[src/rtl/gcd_engine.sv]
// rtl/gcd_engine.sv - iterative GCD coprocessor (subtract/swap or binary Stein) with start/ready handshake
module gcd_engine #(
    parameter int WIDTH = 8,
    parameter int MODE  = 0,
    parameter int ITW   = 16
) (
    input  logic             clk,
    input  logic             rst,
    input  logic             start,
    input  logic [WIDTH-1:0] ina,
    input  logic [WIDTH-1:0] inb,
    output logic             ready,
    output logic             done,
    output logic [WIDTH-1:0] out,
    output logic [ITW-1:0]   iters
);
    localparam int KW = $clog2(WIDTH) + 1;

    typedef enum logic {IDLE, RUN} state_t;

    state_t           state;
    logic [WIDTH-1:0] a, b;
    logic [KW-1:0]    k;
    logic [ITW-1:0]   cnt;

    logic             term;
    logic [WIDTH-1:0] res, na, nb;
    logic [KW-1:0]    nk;

    // One RUN step: either a terminal result or the next (a, b, k).
    always_comb begin
        term = 1'b0;
        res  = a;
        na   = a;
        nb   = b;
        nk   = k;
        if (MODE == 0) begin
            if (b == '0 || a == b) begin
                term = 1'b1;
                res  = a;
            end else if (a < b) begin
                na = b;
                nb = a;
            end else begin
                na = a - b;
            end
        end else begin
            if (a == '0) begin
                term = 1'b1;
                res  = b << k;
            end else if (b == '0 || a == b) begin
                term = 1'b1;
                res  = a << k;
            end else if (!a[0] && !b[0]) begin
                na = a >> 1;
                nb = b >> 1;
                nk = k + 1'b1;
            end else if (!a[0]) begin
                na = a >> 1;
            end else if (!b[0]) begin
                nb = b >> 1;
            end else if (a > b) begin
                na = (a - b) >> 1;
            end else begin
                nb = (b - a) >> 1;
            end
        end
    end

    always_ff @(posedge clk) begin
        if (rst) begin
            state <= IDLE;
            ready <= 1'b1;
            done  <= 1'b0;
            out   <= '0;
            iters <= '0;
            a     <= '0;
            b     <= '0;
            k     <= '0;
            cnt   <= '0;
        end else begin
            done <= 1'b0;
            case (state)
                IDLE: begin
                    if (start) begin
                        a     <= ina;
                        b     <= inb;
                        k     <= '0;
                        cnt   <= '0;
                        state <= RUN;
                        ready <= 1'b0;
                    end
                end
                RUN: begin
                    if (term) begin
                        out   <= res;
                        iters <= cnt;
                        done  <= 1'b1;
                        state <= IDLE;
                        ready <= 1'b1;
                    end else begin
                        a <= na;
                        b <= nb;
                        k <= nk;
                        if (cnt != '1)
                            cnt <= cnt + 1'b1;
                    end
                end
                default: begin
                    state <= IDLE;
                    ready <= 1'b1;
                end
            endcase
        end
    end
endmodule

[config.mk]
export PLATFORM = sky130hd
export DESIGN_NAME = gcd_engine
export DESIGN_NICKNAME = d
export VERILOG_FILES = /design/src/rtl/gcd_engine.sv
export SDC_FILE = /design/constraint.sdc
export NUM_CORES = 1
export LEC_CHECK = 0
export ABC_AREA = 1
export CAP_MARGIN = 20
export CORE_MARGIN = 2
export CORE_UTILIZATION = 45
export DETAILED_ROUTE_END_ITERATION = 10
export HOLD_SLACK_MARGIN = 0.08
export PLACE_DENSITY = 0.69
export REMOVE_ABC_BUFFERS = 1
export SETUP_SLACK_MARGIN = 0.02
export SYNTH_ARGS = -nofsm -noshare
export SYNTH_HDL_FRONTEND = slang
export SYNTH_SLANG_ARGS = --single-unit
[constraint.sdc]
create_clock -name clk -period 3 [get_ports clk]
set_clock_uncertainty 0.15 [all_clocks]
set_input_delay 0.6 -clock clk [delete_from_list [all_inputs] [get_ports clk]]
set_output_delay 0.6 -clock clk [all_outputs]
set_load 0.01 [all_outputs]
==> run metrics <==
status=complete, no violations; worst hold path type=reg2reg; Post-CTS Repair Setup Buffers=0; Slew HR=0.598; die area=0.00802 mm²; Simple-Gate Fraction of Synth Area=0.353; commonest non-fill, non-tap cell in the layout=nand2_1; area share of the leading cell type in the synthesized netlist=0.359; Req. time, crit path=3.07 ns; share of post-route cells with drive strength above 1=0.0925; xor-xnor portion of the synthesized cell area=0.0133; mapped cell area=0.00329 mm²; Max Slew Vio Count=0; hold_sp=out[5]$_SDFFE_PP0P_; TritonCTS clock tree=yes; Port Buffer Count=44; clk buf depth=2; Antenna Violating Nets Remaining=0; adder-cell share of the synthesized area=0.0403; hold path depth=2; Leak=1.67 nW; row count=31; CTS sink count=59; endpoint type of the worst setup path=flop; commonest cells after routing, fill and taps aside=nand2_1, dfxtp_1, inv_1; vias in the first global route=2,868; Synth Area in Compound Gates=0.126; Synth cell types=34; Hold Fails Final Rpt=0; worst reg2reg startpoint=a[0]$_SDFFE_PP0P_; pwr/cell area=694 mW/mm²; drt initial violations=183; I/O pin total=45; mux cell area share after synthesis=0.0243; drt first pass iters=5; final WL=7980 µm; RSZ-0062 raised after global routing=false; # DRC=0; wire per inst=12.7 µm; Initial Util=0.459; register area share after synthesis=0.359; Worst R2R End=b[3]$_SDFFE_PP0P_; H-tree Lvls=3; GRT overflow=0; crit path launch type=flop; area delta synth->final=22.6%; Final Cycle Share=0.847; via count=3,224; Synth Register Bits=59; final setup fails=0; critical path class=reg2reg; final net count=554; Final TNS setup=0 ns; Most used DFF post-synth=dfxtp_1; GP Congestion=0.864; Peak Freq=0.393 GHz; ranking of synthesized cells by area=dfxtp_1, nand2_1, nand3_1; cells on worst reg2reg path=10; Tmin final=2.54 ns; Max-cap violations=0; Worst IR Drop VDD=383 µV; CTS clk-pin slew, worst paths=0.07 ns; Util after Layout=0.562; Cells after Synth=481; cts repair resizes=0; initial antenna violation count=0; hold buffers post-CTS=0; first-pass GRT wire length=13,300 µm; Die Height=89.5 µm; CP Data Arrival Time=2.61 ns; largest family of logic cells by synthesized area=simple AND/OR/NAND/NOR gates; Die X=89.5 µm; Skew-Pair Late Insertion Delay=0.34 ns; DP Wirelength=5720 µm; actual slew at the worst max-slew pin=0.601 ns; TritonCTS buffer count=9; vias per cell=5.13; Post-synth EDFFs=0; Mapped Avg Cell Area=6.84 µm²; R2R Setup Slk=0.46 ns; asr flop ratio synth=0; yosys warns=0; Root Driver=clkbuf_8; Yosys top cell by area=dfxtp_1; Diodes inserted=0; CORE AREA=0.00718 mm²; largest net degree at the start of global routing=28; hold endpoint=out[5]$_SDFFE_PP0P_; GR Util All Layers=0.214; CP Max Fanout=9
## stage by stage
step                      total power [mW]  cells  cell area [µm²]  setup WS [ns]  hold slack (ns)
after CTS                             2.80    629             4040          0.482            0.297
after global routing                  2.98    629             4040          0.308            0.324
after floorplan                       1.70    465             3210          0.637            0.301
after global placement                1.95    613             3810          0.508            0.279
final                                 2.80    629             4040          0.458            0.293
after detailed placement              1.97    613             3810          0.422            0.282
## worst max-delay path by stage
| stage | startpoint | endpoint | slack, ns | depth (start not counted) |
|---|---|---|---|---|
| after detailed placement | start | cnt[13]$_SDFFE_PP0P_ | 0.42 | 7 |
| after CTS | a[0]$_SDFFE_PP0P_ | b[3]$_SDFFE_PP0P_ | 0.48 | 10 |
| after global routing | a[0]$_SDFFE_PP0P_ | b[5]$_SDFFE_PP0P_ | 0.31 | 10 |
| final | a[0]$_SDFFE_PP0P_ | b[3]$_SDFFE_PP0P_ | 0.46 | 10 |
| after floorplan | state$_SDFF_PP0_ | cnt[13]$_SDFFE_PP0P_ | 0.64 | 8 |
| after global placement | start | cnt[1]$_SDFFE_PP0P_ | 0.51 | 8 |
## area by class of cell
cell class | instances | area (µm²)
clock buffer | 11 | 151
clock inverter | 5 | 75.1
fill | 682 | 3140
inverter | 50 | 193
multi-input combinational | 356 | 1830
sequential | 59 | 1180
tap | 99 | 124
timing repair buffer | 49 | 478
## critical path, stage by stage (launching register included)
cell and delay, ns:
dfxtp_1 0.35, inv_1 0.07, ha_1 0.22, fa_1 0.42, nand3b_1 0.17, nand2_1 0.14
nand2_2 0.16, nand2_2 0.22, nand2_2 0.19, nand2_2 0.21, a21oi_1 0.11
## registers in the layout, indices dropped and copies added (netlist names)
register,flops
a,8
b,8
cnt,16
done,1
iters,16
out,8
ready,1
state,1
## kinds of logic after synthesis
group	after synthesis
AND/OR/NAND/NOR	261
AO/OA/AOI/OAI	72
buffers and inverters	66
flip-flops	59
adder cells (fa/ha/maj)	10
multiplexers	8
XOR/XNOR	5
## synth_stat cells, types with 5 or more instances
master / instances
nand2_1: 161
dfxtp_1: 59
inv_1: 45
nand3_1: 41
nor2_1: 36
a21oi_1: 29
o21ai_0: 24
clkbuf_1: 10
ha_1: 9
a22oi_1: 8
mux2i_1: 8
a21oi_2: 6
nand2_2: 5
## layer usage
| layer | global-route usage | share of wire | vias to the layer above |
|---|---|---|---|
| met2 | 0.328 | 0.45 | 113 |
| li1 | - | - | 1639 |
| met3 | 0.0406 | 0.058 | 6 |
| met1 | 0.304 | 0.48 | 1466 |
| met4 | 0.0678 | 0.0074 | 0 |
| met5 | 0 | 0 | - |
## report_power, final
group	total (mW)	internal (mW)	leakage [nW]	switching, mW
clock	0.828	0.509	0.119	0.319
sequential	0.918	0.857	0.480	0.0607
combinational	1.05	0.375	1.08	0.679
Note: power is estimated with default switching activity, not from simulation.
